==> src/rtl/byte_dispatch_seq.sv <==
// byte_dispatch_seq: captures an NUM_BYTES-wide payload plus lane mask and
// dispatches each selected byte to a downstream 3-bit demux, one write strobe
// per set mask bit in ascending lane order, with optional idle gaps between
// strobes and a downstream stall input.
// Optional feature macro: BYTE_DISPATCH_IRQ_EN adds a sticky irq output that
// sets after each completed payload and is cleared by irq_clr.
module byte_dispatch_seq #(
  parameter int NUM_BYTES  = 5,
  parameter int GAP_CYCLES = 0
) (
  input  logic                   clk,
  input  logic                   rst_n,
  input  logic                   in_valid,
  output logic                   in_ready,
  input  logic [8*NUM_BYTES-1:0] in_data,
  input  logic [NUM_BYTES-1:0]   in_mask,
  input  logic                   out_hold,
  output logic [2:0]             sel,
  output logic [7:0]             data_out,
  output logic                   we,
  output logic                   busy,
`ifdef BYTE_DISPATCH_IRQ_EN
  output logic                   done,
  output logic                   irq,
  input  logic                   irq_clr
`else
  output logic                   done
`endif
);

  typedef enum logic [1:0] {
    S_IDLE = 2'd0,
    S_SEND = 2'd1,
    S_GAP  = 2'd2,
    S_DONE = 2'd3
  } state_t;

  state_t                   state_q, state_d;
  logic [2:0]               idx_q, idx_d;
  logic [3:0]               gap_q, gap_d;
  logic [8*NUM_BYTES-1:0]   data_q, data_d;
  logic [NUM_BYTES-1:0]     mask_q, mask_d;
`ifdef BYTE_DISPATCH_IRQ_EN
  logic                     irq_q, irq_d;
`endif

  // Lanes still to be sent after the current one: set mask bits above idx.
  logic [NUM_BYTES-1:0]     above_idx;
  logic [2:0]               first_idx;
  logic [2:0]               next_idx;
  logic                     next_found;
  logic [7:0]               cur_byte;

  genvar gi;
  generate
    for (gi = 0; gi < NUM_BYTES; gi++) begin : g_above
      assign above_idx[gi] = mask_q[gi] && (3'(gi) > idx_q);
    end
  endgenerate

  // Priority searches: lowest set bit of the incoming mask, lowest pending
  // lane above idx, and the captured byte currently addressed by idx.
  always_comb begin
    first_idx  = 3'd0;
    next_idx   = 3'd0;
    next_found = 1'b0;
    cur_byte   = 8'h00;
    for (int k = NUM_BYTES - 1; k >= 0; k--) begin
      if (in_mask[k]) begin
        first_idx = 3'(k);
      end
      if (above_idx[k]) begin
        next_idx   = 3'(k);
        next_found = 1'b1;
      end
    end
    for (int k = 0; k < NUM_BYTES; k++) begin
      if (idx_q == 3'(k)) begin
        cur_byte = data_q[8*k +: 8];
      end
    end
  end

  // State register: all flops, cleared by the synchronous active-low reset.
  always_ff @(posedge clk) begin
    if (!rst_n) begin
      state_q <= S_IDLE;
      idx_q   <= 3'd0;
      gap_q   <= 4'd0;
      data_q  <= '0;
      mask_q  <= '0;
`ifdef BYTE_DISPATCH_IRQ_EN
      irq_q   <= 1'b0;
`endif
    end else begin
      state_q <= state_d;
      idx_q   <= idx_d;
      gap_q   <= gap_d;
      data_q  <= data_d;
      mask_q  <= mask_d;
`ifdef BYTE_DISPATCH_IRQ_EN
      irq_q   <= irq_d;
`endif
    end
  end

  // Next-state logic: capture, lane stepping, gap countdown and completion.
  always_comb begin
    state_d = state_q;
    idx_d   = idx_q;
    gap_d   = gap_q;
    data_d  = data_q;
    mask_d  = mask_q;
    case (state_q)
      S_IDLE: begin
        if (in_valid) begin
          data_d = in_data;
          mask_d = in_mask;
          if (in_mask == '0) begin
            state_d = S_DONE;
          end else begin
            state_d = S_SEND;
            idx_d   = first_idx;
          end
        end
      end
      S_SEND: begin
        // A stall keeps state and idx so the same byte is reissued later.
        if (!out_hold) begin
          if (next_found) begin
            idx_d = next_idx;
            if (GAP_CYCLES > 0) begin
              state_d = S_GAP;
              gap_d   = 4'(GAP_CYCLES - 1);
            end
          end else begin
            state_d = S_DONE;
          end
        end
      end
      S_GAP: begin
        // Counts down regardless of out_hold; the stall only affects SEND.
        if (gap_q == 4'd0) begin
          state_d = S_SEND;
        end else begin
          gap_d = gap_q - 4'd1;
        end
      end
      default: begin
        state_d = S_IDLE;
      end
    endcase
  end

`ifdef BYTE_DISPATCH_IRQ_EN
  // Sticky interrupt: set wins over a clear arriving in the same cycle.
  always_comb begin
    irq_d = irq_q;
    if (irq_clr) begin
      irq_d = 1'b0;
    end
    if (state_q == S_DONE) begin
      irq_d = 1'b1;
    end
  end

  assign irq = irq_q;
`endif

  // Outputs: demux is parked on lane 7 with zero data whenever no strobe.
  always_comb begin
    in_ready = (state_q == S_IDLE);
    busy     = (state_q != S_IDLE);
    done     = (state_q == S_DONE);
    we       = (state_q == S_SEND) && !out_hold;
    sel      = we ? idx_q : 3'b111;
    data_out = we ? cur_byte : 8'h00;
  end

endmodule

==> config.mk <==
export PLATFORM = sky130hd
export DESIGN_NAME = byte_dispatch_seq
export DESIGN_NICKNAME = d
export VERILOG_FILES = /design/src/rtl/byte_dispatch_seq.sv
export SDC_FILE = /design/constraint.sdc
export NUM_CORES = 1
export LEC_CHECK = 0
export BUFFER_PORTS_ARGS = -buffer_cell sky130_fd_sc_hd__buf_2
export CORE_MARGIN = 10
export CORE_UTILIZATION = 59
export CTS_BUF_LIST = sky130_fd_sc_hd__clkbuf_2
export CTS_CLUSTER_DIAMETER = 150
export DETAILED_ROUTE_END_ITERATION = 10
export HOLD_SLACK_MARGIN = 0.12
export PLACE_DENSITY = 0.95
export SLEW_MARGIN = 0
export SYNTH_ARGS = -nofsm -noshare
export SYNTH_HDL_FRONTEND = slang
export SYNTH_SLANG_ARGS = --single-unit
==> constraint.sdc <==
create_clock -name clk -period 5.52 [get_ports clk]
set_input_delay 1.656 -clock clk [delete_from_list [all_inputs] [get_ports clk]]
set_output_delay 1.656 -clock clk [all_outputs]
set_load 0.01 [all_outputs]
==> summary.md, run 1 <==
| Metric | Value |
|---|---|
| Number of cells on the worst reg-to-reg path | 5 |
| Nets@finish | around 400 |
| Die footprint | just over 7000 µm² |
| Detail-routed net length per standard cell | approximately 16 µm |
| Io pins | 64 |
| Combined buffer and inverter count along the critical path | 3 |
| Final instance area | approximately 2900 µm² |
| Clock tree from TritonCTS | built |
| Post-route DRC | 0 |
| Cells after Synth | around 290 |
| Clk sinks | 53 |
| Vias/cell | approximately 5.5 |
| Synth-to-Final Area Change | 13.9% |
| Critical path launch point | out_hold |
| Placed cells | about 390 |
| Transition time at the pin with the least slew margin | about 850 ps |
| End of the worst register-to-register path | idx_q[2]$_SDFFE_PN0P_ |
| Main synth FF type | sky130_fd_sc_hd__dfxtp_1 |
| Pre-CTS worst setup slack | 1400 ps |
| Switching pwr | about 210 µW |
| Switching portion of total power | between 20% and 30% |
| Area of the mapped netlist | between 2000 and 3000 µm² |
| Wire length of the first global-routing pass | between 10000 and 15000 µm |
| Hold/Removal Path Class | reg2reg |
| Number of setup buffers added after CTS | 0 |
| Synth top area cells | sky130_fd_sc_hd__dfxtp_1 42%, sky130_fd_sc_hd__nand2_1 14%, sky130_fd_sc_hd__a21boi_0 12% |
| GRT Resource Usage Total | between 15 and 20% |
| Level count of the clock H-tree | 2 |
| Number of antenna cells inserted | 0 |
| Category of the critical setup timing path | in2out |
| Proportion of register bits with asynchronous set or reset after synthesis | 0% |
| Starting density of the core | between 60 and 70% |
| Worst EP arrival | roughly 2500 ps |
| Fin. Hold Viols | 0 |
| Initial detailed-routing violation count | 236 |
| Worst setup slack for register-to-register paths | 3490 ps |
| Synth unique cells | 36 |
| Clock tree buffer depth | 2 |
| Clock insertion delay at the later pin of the skew report | between 400 and 500 ps |
| Crit start category | primary input |
| Clock network fraction of design power | around 21% |
| Final min period | roughly 4100 ps |
| Rows | 23 |
| Worst path setup slack after routing | 1390 ps |
| Std-Cell Core Area | just over 4000 µm² |
| Worst Hold Path Cells | 2 |
| Worst slew margin | 43.1% |
| Library cell with the highest instance count after synthesis | sky130_fd_sc_hd__nand2_1 |
| Run status | complete, no violations |
| Fraction of layout cells with a size suffix above 1 | between 20% and 30% |
| Post-route core utilization | 70.6% |
| Req. time, crit path | 3860 ps |
| Most used standard cells in the synthesized netlist | 95 x sky130_fd_sc_hd__nand2_1, 53 x sky130_fd_sc_hd__dfxtp_1, 41 x sky130_fd_sc_hd__a21boi_0 |
| Number of enable-type register cells in the synthesized netlist | 0 |
| Via count of the first global-routing pass | around 2.2k |
| Post-placement cell area | between 2000 and 3000 µm² |
| Number of max-cap violations | 0 |
| Remaining global-route overflow | 0 |
| Die Width | 85.3 µm |
| Top cell type's share of synthesized area | 42.2% |
| P per Cell Area | about 250 nW/µm² |
| Share of power burned in combinational logic | 19.1% |
| Final GP Congestion | around 0.9 |
| Largest incremental delay on the critical path | ~380 ps |
| Count of input and output buffers | 63 |
| Clock slew at reported path FFs | roughly 240 ps |
| Internal power of the cells | around 500 µW |
| Master of the slowest instance on the critical path | sky130_fd_sc_hd__or2_2 |
| Maximum frequency from static timing analysis | 242 MHz |
| Setup-violating endpoint count in the final report | 0 |
| Maximum number of pins on one net before global-route repair | 50 |
| Kind of capture point of the worst setup path | output pin |
| Final cell count without fillers | 399 |
| Family with the most delay on the worst path | simple AND/OR/NAND/NOR gates |
| Yosys warnings | 0 |
| Total of flip-flops plus latches after synthesis | 53 |
| Relative contribution of sequential cells to total power | 60.3% |
| Launch point of the worst reg-to-reg path | idx_q[0]$_SDFFE_PN0P_ |
| Post-cts repair resize count | 0 |
| Terminating pin of the worst hold path | data_q[29]$_SDFFE_PN0P_ |
| Leak Pwr | around 1.2 nW |
| Cts bufs inserted | 5 |
| Total iterations of the first detailed-routing run | 5 |
| Number of antenna violations at the first check in global routing | 0 |
| RSZ-0062 raised after global routing | no |
| Launch instance of the worst min-delay path | data_q[29]$_SDFFE_PN0P_ |
| Sum of negative setup slack | 0 ps |
| Max Clock Skew | 10.2 ps |
| Worst supply voltage drop on vdd | ~150 µV |
| DP HPWL | around 4700 µm |
| Number of max-slew violations in the final report | 0 |
| Height of the die | 85.3 µm |
| Final routed wirelength across all metal layers | 6200 µm |
| Clock tree root buffer cell | sky130_fd_sc_hd__clkbuf_2 |
| Highest fanout seen on the critical path | 9 |
| Register area share after synthesis | between 40 and 50% |
| Share of the clock period used by the worst path after layout | ~75% |
| Worst path most repeated cell | sky130_fd_sc_hd__buf_2 |
| CTS Hold Bufs | 0 |
| Mapped Avg Cell Area | roughly 8.6 µm² |
| Post-Syn Nets | between 300 and 400 |
| Number of routed nets with antenna violations | 0 |
| Ordered list of cells on the worst path | buf_2, or2_2, inv_1, nand2_1, buf_2 |
| Total via count in the routed design | 2200 |
| Library cell occupying the most area in the post-synthesis netlist | sky130_fd_sc_hd__dfxtp_1 |
[state kept, by name, indices dropped and copies added, names as in the netlist]
name     flops
state_q      2
data_q      40
mask_q       4
idx_q        3
gap_q        4
[power by group through the flow]
stage / Sequential, mW / Clock [mW] / Combinational, mW
6_report: 0.428 / 0.146 / 0.136
3_3_place_gp: 0.434 / 0 / 0.131
5_1_grt: 0.432 / 0.165 / 0.151
3_5_place_dp: 0.436 / 0 / 0.135
2_1_floorplan: 0.425 / 0 / 0.0997
4_1_cts: 0.428 / 0.149 / 0.136
[routing by layer]
layer  global-route usage (%)  up-vias  wire [µm]
met1                     19.7     1019       2590
met5                        0        -          0
li1                         -     1101          -
met2                     28.7       70       3040
met3                     4.02       10        447
met4                     6.89        0        116
[area by class of cell]
cell class / instances / area, µm²
clock buffers: 5 / 25.0
flip-flops and latches: 53 / 1060
inverters: 7 / 26.3
fillers: 322 / 1190
multi-input cells: 216 / 1340
well taps: 50 / 62.6
clock inverters: 3 / 17.5
repair buffers: 65 / 330
[worst max path at each step]
| stage | to | cells after the start |
|---|---|---|
| floorplan | sel[2] | 4 |
| global placement | sel[2] | 5 |
| detailed placement | sel[2] | 5 |
| CTS | sel[2] | 5 |
| global route | data_out[7] | 4 |
| finish | sel[2] | 5 |
[worst reg2reg max path, cell delays in order (launching register included)]
cell and delay, ps:
sky130_fd_sc_hd__dfxtp_1 850, sky130_fd_sc_hd__nor4b_1 190, sky130_fd_sc_hd__or2_4 300, sky130_fd_sc_hd__o311ai_4 320, sky130_fd_sc_hd__a211oi_1 90, sky130_fd_sc_hd__a211oi_1 230
[cell usage in the layout, fill, tap and decap left out, drive strengths merged, types with 5 or more instances in the layout]
| cell | Yosys | layout |
|---|---|---|
| and2 | 5 | 5 |
| clkbuf | 11 | 5 |
| dfxtp | 53 | 53 |
| nand2 | 95 | 95 |
| buf | 7 | 65 |
| a21oi | 5 | 5 |
| a21boi | 41 | 41 |
| nor2 | 17 | 17 |
| mux4 | 8 | 8 |
| inv | 7 | 7 |
| a22oi | 9 | 9 |
[cells by family (layout without fill, tap and decap cells)]
kind of cell | Yosys count | after routing | share of synthesized area [%]
flip-flops | 53 | 53 | 42.2
AO/OA/AOI/OAI | 66 | 66 | 20.3
AND/OR/NAND/NOR | 135 | 135 | 23.1
buffers and inverters | 25 | 80 | 4.48
multiplexers | 11 | 11 | 8.35
XOR/XNOR | 3 | 3 | 1.04
adder cells (fa/ha/maj) | 1 | 1 | 0.497
[stage by stage]
stage               hold WS (ps)  power [mW]
floorplan                    433       0.525
global placement             450       0.565
detailed placement           456       0.571
CTS                          482       0.713
global route                 505       0.748
finish                       478       0.710
No activity file was read; power rests on OpenSTA's default activity.
==> run 2, diff against run 1 <==
- CORE_UTILIZATION: 59 -> 49
- PLACE_DENSITY: 0.95 -> 0.89
- clock period: 5.52 -> 3.45 ns (I/O delays scaled with it)
==> run 2 against run 1 <==
Net effect: sequential cell count stayed put; first-iteration DRC count fell by 40%; critical path depth decreased by 1; global-route usage fell by 2.3 points; register-to-register slack worse by 2000 ps; die area up 15%; sequential share of layout area down 0.44 points; utilization shrank 13 points; final area rose by 1.3%; clock-buffer cell count unchanged; combinational power increased by 60%; largest cell class unchanged.
==> summary.md, run 2 (same netlist as run 1, synthesis figures left out) <==
| Metric | Value |
|---|---|
| Worst EP arrival | about 2000 ps |
| Most used cells in the layout excluding fill and tap cells | 95 x sky130_fd_sc_hd__nand2_1, 63 x sky130_fd_sc_hd__buf_2, 52 x sky130_fd_sc_hd__dfxtp_1 |
| Sum of negative setup slack | 0 ps |
| Detail-routed net length per standard cell | about 15 µm |
| Transition time at the pin with the least slew margin | 624 ps |
| Worst hold-check slack | ~480 ps |
| Number of max-cap violations | 0 |
| Count of input and output buffers | 63 |
| Kind of capture point of the worst setup path | output pin |
| Total via count in the routed design | 2168 |
| Worst setup slack for register-to-register paths | roughly 1500 ps |
| Remaining global-route overflow | 0 |
| Wire length of the first global-routing pass | a little over 10000 µm |
| Number of routed nets with antenna violations | 0 |
| Nets@finish | 399 |
| Synth-to-Final Area Change | 15.4% |
| Clk sinks | 53 |
| Die Width | between 90 and 100 µm |
| Register name with the most flops | data_q |
| Setup-violating endpoint count in the final report | 0 |
| Clock insertion delay at the later pin of the skew report | approximately 430 ps |
| Clock tree buffer depth | 2 |
| DP HPWL | 4710 µm |
| Via count of the first global-routing pass | between 2k and 2.5k |
| Final min period | between 3000 and 4000 ps |
| Number of flip-flops in the largest register | 40 |
| Run status | complete, no violations |
| Max Clock Skew | around 18 ps |
| Cts bufs inserted | 5 |
| Io pins | 64 |
| Number of antenna cells inserted | 0 |
| Post-route DRC | 0 |
| Level count of the clock H-tree | 2 |
| Final GP Congestion | between 0.9 and 1 |
| RSZ-0062 raised after global routing | no |
| Most common library cell in the layout ignoring fill and taps | sky130_fd_sc_hd__nand2_1 |
| Clock tree from TritonCTS | built |
| Hold/Removal Path Class | reg2reg |
| Fin. Hold Viols | 0 |
| Starting density of the core | around half |
| Number of max-slew violations in the final report | 0 |
| Fill cell count | 475 |
| Biggest registers after layout | data_q x40, gap_q x4, mask_q x4 |
| Die footprint | between 8000 and 9000 µm² |
| Share of the clock period used by the worst path after layout | around 90% |
| Maximum number of pins on one net before global-route repair | 45 |
| Crit start category | flip-flop |
| P per Cell Area | around 400 nW/µm² |
| Category of the critical setup timing path | reg2out |
| Std-Cell Core Area | 5040 µm² |
| Worst slew margin | between 50% and 60% |
| Clock tree root buffer cell | sky130_fd_sc_hd__clkbuf_2 |
| Maximum frequency from static timing analysis | approximately 330 MHz |
| Req. time, crit path | around 2400 ps |
| GRT Resource Usage Total | around 15% |
| Highest fanout seen on the critical path | 14 |
| Fraction of layout cells with a size suffix above 1 | about a quarter |
| Height of the die | roughly 92 µm |
| Clock slew at reported path FFs | between 200 and 300 ps |
| Leak Pwr | around 1.2 nW |
| Final routed wirelength across all metal layers | 6190 µm |
| Initial detailed-routing violation count | ~140 |
| Vias/cell | 5.17 |
| Rows | 26 |
| Worst supply voltage drop on vdd | between 200 and 250 µV |
| Total iterations of the first detailed-routing run | 4 |
| Number of antenna violations at the first check in global routing | 0 |
| Pre-CTS worst setup slack | approximately 580 ps |
| Worst path setup slack after routing | 391 ps |
-- run 2: cell types whose count changed in the layout (fill, tap and decap cells not counted) --
cell	previous run	this run
sky130_fd_sc_hd__nor3_2	0	1
sky130_fd_sc_hd__buf_4	2	3
sky130_fd_sc_hd__clkinv_4	0	1
sky130_fd_sc_hd__clkinv_2	2	0
sky130_fd_sc_hd__dfxtp_1	53	52
sky130_fd_sc_hd__nor3_1	2	1
sky130_fd_sc_hd__dfxtp_2	0	1
-- run 2: repair_timing --
action,4_1_cts,5_1_grt
gates resized for setup,0,2
setup buffers,0,0
endpoints found under the hold margin,0,0
setup endpoints to repair,0,8
hold buffers,0,0
-- run 2: through the flow --
step,instance area (µm²),power (mW),util (%),cells
floorplan,2520,0.840,-,294
global placement,2860,0.905,56.6,412
detailed placement,2860,0.914,56.6,412
CTS,2900,1.14,57.4,419
global route,2900,1.20,57.6,419
finish,2900,1.14,57.6,419
-- run 2: path summary, 6_finish.rpt --
kind / from / to / depth (start not counted)
max: idx_q[0]$_SDFFE_PN0P_ / data_out[6] / 4
min: mask_q[4]$_SDFFE_PN0P_ / mask_q[4]$_SDFFE_PN0P_ / 2
max reg2reg: idx_q[1]$_SDFFE_PN0P_ / idx_q[0]$_SDFFE_PN0P_ / 5
min reg2reg: mask_q[4]$_SDFFE_PN0P_ / mask_q[4]$_SDFFE_PN0P_ / 2
-- run 2: area by class of cell --
class	count	area, µm²	share of cell area (%)
Multi-Input combinational cell	216	1350	46.4
Sequential cell	53	1060	36.6
Timing Repair Buffer	66	338	11.6
Tap cell	70	87.6	3.02
Inverter	7	26.3	0.905
Clock buffer	5	25.0	0.862
Clock inverter	2	16.3	0.560
-- run 2: power by group --
part | internal (mW) | total [mW] | switching [mW]
clock network | 0.0472 | 0.237 | 0.190
registers | 0.652 | 0.686 | 0.0335
logic | 0.0989 | 0.217 | 0.118
-- run 2: critical path, cell delays in order, from the launching register on --
cell	delay, ps
sky130_fd_sc_hd__dfxtp_2	630
sky130_fd_sc_hd__mux4_2	550
sky130_fd_sc_hd__a22oi_1	220
sky130_fd_sc_hd__nor2_1	60
sky130_fd_sc_hd__buf_2	140
-- run 2: layer usage --
metal,track usage (%),share of wire [%]
met5,0,0
met4,2.61,0.61
met3,4.89,6.8
met2,24.5,48
met1,17.8,44
